### src/rtl/uart_tx_feeder_pkg.sv
// Shared constants for the UART transmit feeder: handshake FSM encoding and byte width.
package uart_tx_feeder_pkg;

  localparam int UART_BYTE_W = 8;

  localparam logic [1:0] S_IDLE      = 2'd0;
  localparam logic [1:0] S_WAIT_BUSY = 2'd1;
  localparam logic [1:0] S_WAIT_DONE = 2'd2;

  typedef logic [UART_BYTE_W-1:0] uart_byte_t;

endpackage

### src/rtl/uart_tx_feeder_sync_fifo.sv
// Single-clock FIFO with registered full/empty/level; shared by the TX feeder and RX-side buffering.
module sync_fifo #(
  parameter int WIDTH = 8,
  parameter int DEPTH = 16
) (
  input  logic                     i_clk,
  input  logic                     i_reset_p,
  input  logic                     i_push,
  input  logic [WIDTH-1:0]         i_push_data,
  input  logic                     i_pop,
  output logic [WIDTH-1:0]         o_pop_data,
  output logic                     o_full,
  output logic                     o_empty,
  output logic [$clog2(DEPTH):0]   o_level
);

  localparam int AW = $clog2(DEPTH);
  localparam logic [AW:0]   LVL_ONE  = (AW+1)'(1);
  localparam logic [AW:0]   LVL_FULL = (AW+1)'(DEPTH);
  localparam logic [AW-1:0] PTR_ONE  = AW'(1);

  logic [WIDTH-1:0] r_mem [DEPTH];
  logic [AW-1:0]    r_wr_ptr;
  logic [AW-1:0]    r_rd_ptr;
  logic [AW:0]      r_level;
  logic             r_full;
  logic             r_empty;
  logic [AW:0]      w_level_next;
  logic             w_push_ok;
  logic             w_pop_ok;

  // A push while full is refused even if a pop frees a slot on the same edge.
  assign w_push_ok = i_push && !r_full;
  assign w_pop_ok  = i_pop && !r_empty;

  always_comb begin
    w_level_next = r_level;
    if (w_push_ok && !w_pop_ok) begin
      w_level_next = r_level + LVL_ONE;
    end else if (!w_push_ok && w_pop_ok) begin
      w_level_next = r_level - LVL_ONE;
    end
  end

  always_ff @(posedge i_clk) begin
    if (w_push_ok) begin
      r_mem[r_wr_ptr] <= i_push_data;
    end
  end

  always_ff @(posedge i_clk) begin
    if (i_reset_p) begin
      r_wr_ptr <= '0;
      r_rd_ptr <= '0;
      r_level  <= '0;
      r_full   <= 1'b0;
      r_empty  <= 1'b1;
    end else begin
      if (w_push_ok) begin
        r_wr_ptr <= r_wr_ptr + PTR_ONE;
      end
      if (w_pop_ok) begin
        r_rd_ptr <= r_rd_ptr + PTR_ONE;
      end
      r_level <= w_level_next;
      r_full  <= (w_level_next == LVL_FULL);
      r_empty <= (w_level_next == '0);
    end
  end

  assign o_pop_data = r_mem[r_rd_ptr];
  assign o_full     = r_full;
  assign o_empty    = r_empty;
  assign o_level    = r_level;

endmodule

### src/rtl/uart_tx_feeder.sv
// Buffers producer bytes and hands them to the UART transmitter one at a time using a
// valid pulse / busy-rise / busy-fall handshake, retrying the pulse if busy never rises.
module uart_tx_feeder
  import uart_tx_feeder_pkg::*;
#(
  parameter int DEPTH       = 16,
  parameter int ACK_TIMEOUT = 4
) (
  input  logic                     i_clk,
  input  logic                     i_reset_p,
  input  logic                     i_wr_en,
  input  logic [UART_BYTE_W-1:0]   i_wr_data,
  output logic                     o_full,
  output logic                     o_empty,
  output logic [$clog2(DEPTH):0]   o_level,
  output logic                     o_overflow,
  output logic [UART_BYTE_W-1:0]   o_tx_data,
  output logic                     o_tx_valid,
  input  logic                     i_tx_busy
);

  // state       | meaning
  // S_IDLE      | waiting for a queued byte and an idle transmitter
  // S_WAIT_BUSY | byte offered, waiting for busy to rise (retry on timeout)
  // S_WAIT_DONE | transmitter accepted, waiting for busy to fall

  localparam int TW = (ACK_TIMEOUT > 1) ? $clog2(ACK_TIMEOUT) : 1;
  localparam logic [TW-1:0] TIMER_LOAD = TW'(ACK_TIMEOUT - 1);
  localparam logic [TW-1:0] TIMER_ONE  = TW'(1);

  logic [1:0]             r_state;
  logic [TW-1:0]          r_timer;
  uart_byte_t             r_tx_data;
  logic                   r_tx_valid;
  logic                   r_overflow;
  uart_byte_t             w_head;
  logic                   w_fifo_full;
  logic                   w_fifo_empty;
  logic                   w_issue;

  assign w_issue = (r_state == S_IDLE) && !w_fifo_empty && !i_tx_busy;

  sync_fifo #(
    .WIDTH (UART_BYTE_W),
    .DEPTH (DEPTH)
  ) u_fifo (
    .i_clk       (i_clk),
    .i_reset_p   (i_reset_p),
    .i_push      (i_wr_en),
    .i_push_data (i_wr_data),
    .i_pop       (w_issue),
    .o_pop_data  (w_head),
    .o_full      (w_fifo_full),
    .o_empty     (w_fifo_empty),
    .o_level     (o_level)
  );

  // Timer counts down from ACK_TIMEOUT-1; reaching zero without busy re-offers the byte.
  always_ff @(posedge i_clk) begin
    if (i_reset_p) begin
      r_state    <= S_IDLE;
      r_timer    <= '0;
      r_tx_data  <= '0;
      r_tx_valid <= 1'b0;
      r_overflow <= 1'b0;
    end else begin
      r_tx_valid <= 1'b0;
      if (i_wr_en && w_fifo_full) begin
        r_overflow <= 1'b1;
      end
      case (r_state)
        S_IDLE: begin
          if (w_issue) begin
            r_tx_data  <= w_head;
            r_tx_valid <= 1'b1;
            r_timer    <= TIMER_LOAD;
            r_state    <= S_WAIT_BUSY;
          end
        end
        S_WAIT_BUSY: begin
          if (i_tx_busy) begin
            r_state <= S_WAIT_DONE;
          end else if (r_timer == '0) begin
            r_tx_valid <= 1'b1;
            r_timer    <= TIMER_LOAD;
          end else begin
            r_timer <= r_timer - TIMER_ONE;
          end
        end
        S_WAIT_DONE: begin
          if (!i_tx_busy) begin
            r_state <= S_IDLE;
          end
        end
        default: r_state <= S_IDLE;
      endcase
    end
  end

  assign o_full     = w_fifo_full;
  assign o_empty    = w_fifo_empty;
  assign o_overflow = r_overflow;
  assign o_tx_data  = r_tx_data;
  assign o_tx_valid = r_tx_valid;

endmodule
### config.mk
export PLATFORM = sky130hd
export DESIGN_NAME = uart_tx_feeder
export DESIGN_NICKNAME = d
export VERILOG_FILES = /design/src/rtl/uart_tx_feeder_pkg.sv /design/src/rtl/uart_tx_feeder_sync_fifo.sv /design/src/rtl/uart_tx_feeder.sv
export SDC_FILE = /design/constraint.sdc
export NUM_CORES = 1
export LEC_CHECK = 0
export ABC_AREA = 0
export BUFFER_PORTS_ARGS = -buffer_cell sky130_fd_sc_hd__buf_4
export CORE_MARGIN = 4
export CORE_UTILIZATION = 45
export DETAILED_ROUTE_END_ITERATION = 7
export PLACE_DENSITY = 0.69
export SYNTH_ARGS = -nofsm -noshare
export SYNTH_HDL_FRONTEND = slang
export SYNTH_SLANG_ARGS = --single-unit
export TNS_END_PERCENT = 5
### constraint.sdc
create_clock -name i_clk -period 1.8 [get_ports i_clk]
set_input_delay 0.27 -clock i_clk [delete_from_list [all_inputs] [get_ports i_clk]]
set_output_delay 0.27 -clock i_clk [all_outputs]
set_load 0.03 [all_outputs]
==> results of run 1 <==
-- power by group --
part           internal (mW)  total, mW  switching [mW]
Combinational          0.544       1.15           0.606
Sequential              4.04       4.12          0.0772
Clock                   1.94       3.20            1.26
-- final cells by class --
type	count	area [um^2]	area share, %
multi-input cells	177	1790	23.5
clock inverters	9	70.1	0.919
inverters	9	33.8	0.443
well taps	176	220	2.89
repair buffers	74	613	8.04
clock buffers	22	464	6.09
flip-flops and latches	157	4430	58.1
-- sequential cells by signal (all words and copies together), names as in the netlist --
register,flops
o_overflow,1
o_tx_data,8
o_tx_valid,1
r_state,2
r_timer,2
u_fifo.o_empty,1
u_fifo.o_full,1
u_fifo.o_level,5
u_fifo.r_mem,128
u_fifo.r_rd_ptr,4
u_fifo.r_wr_ptr,4
-- worst min path at each step --
| stage | to | slack (ps) | cells past startpoint |
|---|---|---|---|
| 6_report | o_overflow | 110 | 3 |
| 4_1_cts | o_overflow | 100 | 3 |
| 5_1_grt | o_overflow | 130 | 3 |
| 3_3_place_gp | r_timer[1] | 450 | 2 |
| 2_1_floorplan | u_fifo.r_mem[0][0] | 370 | 0 |
| 3_5_place_dp | r_timer[1] | 460 | 2 |
-- layer usage --
metal  global-route usage [%]  part of all wire, %  up-vias
li1                         -                    -     1564
met1                     22.8                   44     1756
met2                     25.3                   49      102
met3                     5.42                  6.2       14
met4                     4.78                  1.1        0
met5                        0                    0        -
-- cell usage after synthesis, drive strengths merged --
library cell	number	area (um^2)
and4bb	1	12.5
and2	1	6.26
nand2b	3	18.8
o221a	1	11.3
nor4	2	27.5
a32oi	2	25.0
o21a	2	15.0
dfxtp	29	581
a31oi	1	6.26
o31ai	1	12.5
nor3	6	30.0
clkbuf	12	45.0
or4b	1	10.0
nand2	13	51.3
nor2b	4	25.0
inv	9	33.8
and3	3	23.8
a21oi	22	110
a22oi	16	120
a211oi	1	7.51
a21boi	1	7.51
ha	8	100
or4	2	18.8
and3b	1	8.76
o21ai	5	25.0
o32a	1	10.0
xor2	6	52.6
buf	7	31.3
xnor2	4	35.0
edfxtp	128	3840
mux4	32	721
nand4	3	18.8
nor2	34	128
-- worst reg2reg max path, stage by stage, from the launching register on --
cell	delay, ps
dfxtp_2	320
buf_6	110
nor4_4	350
nand2_2	130
o221a_4	230
o32a_1	380
o31ai_2	220
-- kinds of logic after synthesis --
logic type / count (synthesis) / synth area share (%)
xor gates and xnor gates: 10 / 1.42
buffers and inverters: 28 / 1.78
AOI/OAI and AO/OA: 53 / 5.68
muxes: 32 / 11.7
and+or+nand+nor: 74 / 6.14
adders and majority gates: 8 / 1.62
DFF: 157 / 71.7
-- repair_timing --
action / CTS / global route
gates cloned: 0 / 0
gates resized for setup: 3 / 29
setup buffers: 1 / 3
hold endpoints to repair: 0 / 0
endpoints found under the setup margin: 5 / 11
pin swaps: 1 / 10
-- metrics by stage --
stage,utilization [%],area [um^2],instances
after floorplan,-,6190,362
after global placement,51.8,6910,589
after detailed placement,51.8,6910,589
after CTS,56.0,7470,621
after global routing,57.1,7620,624
final,57.1,7620,624
==> impl_metrics.ini, run 1 <==
[global_routing]
grt_pass1_vias = 3398
grt_pass1_wl_um = 19400
grt_max_degree = 36
grt.total_usage_pct = 16.5
antenna_found_initial = 0
grt.overflow.total = 0

[placed_design]
gp_congestion = 0.807
io_buffer_count = 28
post-dp-hpwl_um = 8020
post-place-ws_ps = -113

[outcome]
run_status = finished with violations
violations = negative setup slack

[route]
vias_per_cell = 5.51
drt-initial-drc-count = 286
route.detailed.drc = 0
ant_nets = 0
vias = 3436
wirelength_um = 12300
wire_per_inst_um = 19.7
first_pass_iters = 4

[final_layout]
nFillCells = 1044
drive_gt1_share_pct = 37.9
num_antenna_cells = 0
syn2layout_area_growth_pct = 23.5
final_common_cell = edfxtp_1
final_cell_mix = edfxtp_1 (128), buf_4 (68), nor2_1 (34), mux4_2 (32), dfxtp_1 (26)
nets = 456

[sta]
min_period_ps = 1830
worst_pin_slew_ps = 481
post-route-period-util_pct = 102
finalClockSkew_ps = 9.19
hold_violations = 0
worst_slew_margin_rel_pct = 67.9
finalSetupTns_ps = -39.8
hold_ws_ps = 112
setup_viol = 2
slew_violations = 0
timing.fmax_ghz = 0.546
fin_ws_ps = -31.2
rsz0062_at_grt = yes

[worst_setup_path]
startpoint_type = register
worstPathCellList = buf_6 > nor4_4 > nand2_2 > o221a_4 > o32a_1 > o31ai_2
crit_path_end_kind = register
path_depth = 6
path_class = reg -> reg
worstReg2RegStart = r_state[1]
cp_data_arrival_time_ps = 2160
startpoint = r_state[1]
crit_path_top_delay_cell = o32a_1
reg2regPathDepth = 6
crit_buf_inv = 1
endpoint = u_fifo.o_empty
rrSetupSlack_ps = -30
max_stage_delay_ps = 380
worstPathMaxFanout = 4
regToRegEndpoint = u_fifo.o_empty
path_delay_family = compound AO/OA/AOI/OAI gates
cp.required_ps = 2130

[synth]
synth_seq_cells = 157
synth_nets = 382
synth_cell_types = 39
ys_warn_count = 0
synthCells = 362
synth-seq-area-share_pct = 71.7
syn_area_per_cell_um2 = 17.1
netlist_area_um2 = 6170

[die]
placementRows = 42
die_w_um = 125
start_util_pct = 46.2
ios = 29
die-area_um2 = 15700
core-area_um2 = 13300
die_h_um = 125

[clock_tree]
cts_sinks = 157
ctsHoldBuffers = 0
clk_latency_ps = 420
cts_made_buffers = 17
path_clk_slew_ps = 60
clockRootBuffer = clkbuf_16
cts_max_level = 4
cts_tree = built
ctsLongestPathBuffers = 2

[hold_path]
min-delay-start = i_wr_en
hp-class = in -> reg

[run]
maxCapViolCount = 0

[power]
leakagePower_nw = 2.60
power_mw = 8.47
powerDensity_nw_per_um2 = 1110
ir_drop_uv = 987
Note: power is estimated with default switching activity, not from simulation.
==> run 2: changes to the inputs <==
--- a/config.mk
+++ b/config.mk
@@ -11,6 +11,7 @@
 export CORE_UTILIZATION = 45
 export DETAILED_ROUTE_END_ITERATION = 7
 export PLACE_DENSITY = 0.69
+export RECOVER_POWER = 50
 export SYNTH_ARGS = -nofsm -noshare
 export SYNTH_HDL_FRONTEND = slang
 export SYNTH_SLANG_ARGS = --single-unit
==> run 2 against run 1 <==
Compared with the run above: the run still ends with negative setup slack left; worst hold slack hardly changed; count of clock-buffer cells in the layout stayed put; die area stayed put; sequential share of layout area is 0.23 points higher; clock power hardly changed.
==> impl_metrics.ini, run 2 (same netlist as run 1, synthesis figures left out) <==
[outcome]
run_status = finished with violations
violations = negative setup slack

[final_layout]
stdcell_count = 624
regArea_um2 = 4430
nFillCells = 1044
final_cell_mix = edfxtp_1 (128), buf_4 (60), nor2_1 (34), mux4_2 (32), dfxtp_1 (26)
nets = 456
largest_reg_flops = 128
syn2layout_area_growth_pct = 23.0
final_area_um2 = 7590
num_antenna_cells = 0
final_common_cell = edfxtp_1
drive_gt1_share_pct = 36.2
largest-register = u_fifo.r_mem
multi_input_area_um2 = 1790

[global_routing]
grt.overflow.total = 0
grt.total_usage_pct = 16.5
antenna_found_initial = 0
grt_pass1_vias = 3398
grt_max_degree = 36
grt_pass1_wl_um = 19400

[power]
p_clk_share_pct = 37.9
powerDensity_nw_per_um2 = 1110
ir_drop_uv = 992
pwr-share-comb_pct = 13.5
switching_share_pct = 23.0
seq_power_share_pct = 48.7
power_switching_mw = 1.95
leakagePower_nw = 2.57
p_int_mw = 6.52

[clock_tree]
cts_sinks = 157
clk_latency_ps = 420
cts_max_level = 4
path_clk_slew_ps = 60
clockRootBuffer = clkbuf_16
ctsHoldBuffers = 0
ctsLongestPathBuffers = 2
cts_made_buffers = 17
cts_tree = built

[route]
route.detailed.drc = 0
wirelength_um = 12300
first_pass_iters = 5
ant_nets = 0
drt-initial-drc-count = 240
wire_per_inst_um = 19.7
vias_per_cell = 5.49
vias = 3428

[sta]
worst_slew_margin_rel_pct = 44.2
fin_ws_ps = -32.5
finalSetupTns_ps = -46.7
timing.fmax_ghz = 0.546
worst_pin_slew_ps = 837
setup_viol = 2
rsz0062_at_grt = yes
finalClockSkew_ps = 8.94
hold_violations = 0
post-route-period-util_pct = 102
slew_violations = 0
min_period_ps = 1830

[placed_design]
post-dp-hpwl_um = 8020
dp_cells = 589
gp_congestion = 0.807
io_buffer_count = 28
post-place-ws_ps = -113
post_dp_cell_area_um2 = 6910

[worst_setup_path]
startpoint_type = register
crit_path_end_kind = register
worstPathMaxFanout = 4
cp_data_arrival_time_ps = 2160
path_class = reg -> reg
cp.required_ps = 2130

[hold_path]
hp-class = in -> reg

[die]
start_util_pct = 46.2
die_w_um = 125
core-area_um2 = 13300
placementRows = 42
die-area_um2 = 15700
die_h_um = 125
ios = 29

[run]
maxCapViolCount = 0
## run 2: changes by cell type in the layout (fill, tap and decap cells not counted), sizes merged
cell,previous run,this run
buf,74,66
clkbuf,22,30
## run 2: cell type report
type,count,area share (%)
Sequential cell,157,58.4
Multi-Input combinational cell,177,23.6
Timing Repair Buffer,74,7.68
Clock buffer,22,6.12
Tap cell,176,2.90
Clock inverter,9,0.923
Inverter,9,0.445
## run 2: worst paths after layout
check | slack [ps] | start | endpoint | depth (start not counted)
worst max-delay path | -30 | r_state[1] | u_fifo.o_empty | 6
worst min-delay path | 110 | i_wr_en | o_overflow | 3
worst max register to register | -30 | r_state[1] | u_fifo.o_empty | 6
worst min register to register | 470 | r_timer[1] | r_timer[1] | 2
## run 2: worst max-delay path, stage by stage (launching register included)
cell	delay, ps
dfxtp_2	320
buf_6	110
nor4_4	350
nand2_2	120
o221a_4	230
o32a_1	380
o31ai_2	220
## run 2: layer usage
metal	share of wire (%)	vias up	GRT usage, %	wire length, um
li1	-	1564	-	-
met4	1.4	0	4.78	172
met2	48	92	25.3	5950
met5	0	-	0	0
met1	45	1760	22.8	5540
met3	5.0	12	5.42	614
## run 2: what timing repair did
item                       CTS  global route
setup endpoints to repair    5            11
buffers inserted             1             3
gates cloned                 0             0
resized for setup            3            29
pin swaps                    1            10
hold endpoints to repair     0             0
## run 2: power by group through the flow
stage	logic (mW)	registers [mW]	clock network, mW
floorplan	0.574	4.26	0
global placement	1.05	4.18	0
detailed placement	1.07	4.19	0
CTS	1.08	4.11	3.27
global route	1.24	4.13	3.48
finish	1.14	4.12	3.20
## run 2: metrics by stage
step	hold WS, ps	utilization, %	total power [mW]
final	112	56.9	8.46
after global routing	125	56.9	8.84
after CTS	104	56.0	8.47
after detailed placement	464	51.8	5.25
after global placement	448	51.8	5.23
after floorplan	369	-	4.84
==> run 3: changes to the inputs <==
--- a/config.mk
+++ b/config.mk
@@ -7,11 +7,13 @@
 export LEC_CHECK = 0
 export ABC_AREA = 0
 export BUFFER_PORTS_ARGS = -buffer_cell sky130_fd_sc_hd__buf_4
+export CORE_ASPECT_RATIO = 1.2
 export CORE_MARGIN = 4
 export CORE_UTILIZATION = 45
 export DETAILED_ROUTE_END_ITERATION = 7
-export PLACE_DENSITY = 0.69
+export PLACE_DENSITY = 0.66
 export RECOVER_POWER = 50
+export SKIP_CTS_REPAIR_TIMING = 1
 export SYNTH_ARGS = -nofsm -noshare
 export SYNTH_HDL_FRONTEND = slang
 export SYNTH_SLANG_ARGS = --single-unit
==> constraint.sdc (replaced) <==
create_clock -name i_clk -period 1.9 [get_ports i_clk]
set_input_delay 0.285 -clock i_clk [delete_from_list [all_inputs] [get_ports i_clk]]
set_output_delay 0.285 -clock i_clk [all_outputs]
set_load 0.03 [all_outputs]
==> run 3 against run 2 <==
Compared with the run above: the run now ends clean; worst hold slack lost 6.3 ps; clock power is 3% lower; global-route usage up 0.33 points; combinational power decreased by 18%; critical path depth fell by 1; power is 6.1% lower; largest power group unchanged.
==> impl_metrics.ini, run 3 (same netlist as run 1, synthesis figures left out) <==
[sta]
slew_violations = 0
finalClockSkew_ps = 6.09
timing.fmax_ghz = 0.535
worst_pin_slew_ps = 661
rsz0062_at_grt = yes
worst_slew_margin_rel_pct = 55.9
post-route-period-util_pct = 98.3
hold_violations = 0
setup_viol = 0
fin_ws_ps = 32.2
min_period_ps = 1870

[placed_design]
post-place-ws_ps = 34.2
post-dp-hpwl_um = 8280
dp_cells = 570
gp_congestion = 0.802
io_buffer_count = 28

[power]
switching_share_pct = 23.6
power_mw = 7.95
power_switching_mw = 1.88
p_clk_share_pct = 39.2
pwr-share-comb_pct = 11.8
seq_power_share_pct = 49.1
powerDensity_nw_per_um2 = 1090
leakagePower_nw = 2.41
ir_drop_uv = 593
p_int_mw = 6.07

[clock_tree]
cts_made_buffers = 17
cts_tree = built
clk_latency_ps = 420
ctsLongestPathBuffers = 2
path_clk_slew_ps = 60
clockRootBuffer = clkbuf_16
cts_sinks = 157
cts_max_level = 4

[die]
die_w_um = 115
placementRows = 46
start_util_pct = 46.2
ios = 29
die_h_um = 136
core-area_um2 = 13400
die-area_um2 = 15700

[final_layout]
stdcell_count = 602
nets = 441
final_cell_mix = edfxtp_1 (128), buf_4 (36), nor2_1 (34), mux4_2 (32), dfxtp_1 (28)
drive_gt1_share_pct = 26.7
num_antenna_cells = 0
largest_reg_flops = 128
largest-register = u_fifo.r_mem
finalCoreUtilization_pct = 54.6
final_common_cell = edfxtp_1
syn2layout_area_growth_pct = 18.1

[global_routing]
antenna_found_initial = 0
grt_pass1_vias = 3456
grt_pass1_wl_um = 19200
grt_max_degree = 36
grt.total_usage_pct = 16.8
grt.overflow.total = 0

[route]
ant_nets = 0
first_pass_iters = 4
vias = 3284
vias_per_cell = 5.46
wire_per_inst_um = 19.7
wirelength_um = 11900
drt-initial-drc-count = 258
route.detailed.drc = 0

[outcome]
run_status = completed

[worst_setup_path]
path_class = reg -> reg
worstPathMaxFanout = 4
cp_data_arrival_time_ps = 2210
crit_path_end_kind = register
cp.required_ps = 2240
startpoint_type = register

[run]
maxCapViolCount = 0

[hold_path]
hp-class = in -> reg
[run 3: cell type report]
type | count | area, um^2
Fill cell | 1054 | 6060
Multi-Input combinational cell | 177 | 1670
Timing Repair Buffer | 59 | 405
Tap cell | 168 | 210
Sequential cell | 157 | 4430
Clock inverter | 10 | 92.6
Inverter | 9 | 33.8
Clock buffer | 22 | 454
[run 3: final timing paths]
| kind | start | to | slack [ps] | cells after the start |
|---|---|---|---|---|
| worst max-delay path | u_fifo.o_full | u_fifo.o_full | 30 | 5 |
| worst min-delay path | i_wr_en | o_overflow | 110 | 3 |
| worst max register to register | u_fifo.o_full | u_fifo.o_full | 30 | 5 |
| worst min register to register | r_timer[1] | r_timer[1] | 470 | 2 |
[run 3: power by group through the flow]
stage	Combinational (mW)	Clock [mW]	Sequential (mW)
global route	1.03	3.34	3.91
CTS	0.962	3.19	3.90
finish	0.935	3.12	3.90
global placement	0.939	0	3.97
detailed placement	0.958	0	3.97
floorplan	0.542	0	4.04
[run 3: per-layer routing]
metal,wire (um),up-vias,global-route usage (%)
met4,226,0,7.50
li1,-,1539,-
met2,6160,75,27.7
met1,4830,1652,20.7
met3,666,18,4.50
met5,0,-,0
[run 3: per-stage QoR]
| step | hold WS, ps | TNS (ps) | instance area [um^2] |
|---|---|---|---|
| after floorplan | 384 | -3520 | 6180 |
| after global placement | 457 | 0 | 6790 |
| after detailed placement | 460 | 0 | 6790 |
| after CTS | 83.3 | 0 | 7340 |
| after global routing | 124 | -79.8 | 7290 |
| final | 105 | 0 | 7290 |
[run 3: worst max-delay path, stage by stage (launching register included)]
cell	delay, ps
dfxtp_1	330
nand2b_1	180
or4_1	530
a21boi_0	380
o21ai_2	160
nor4_2	210
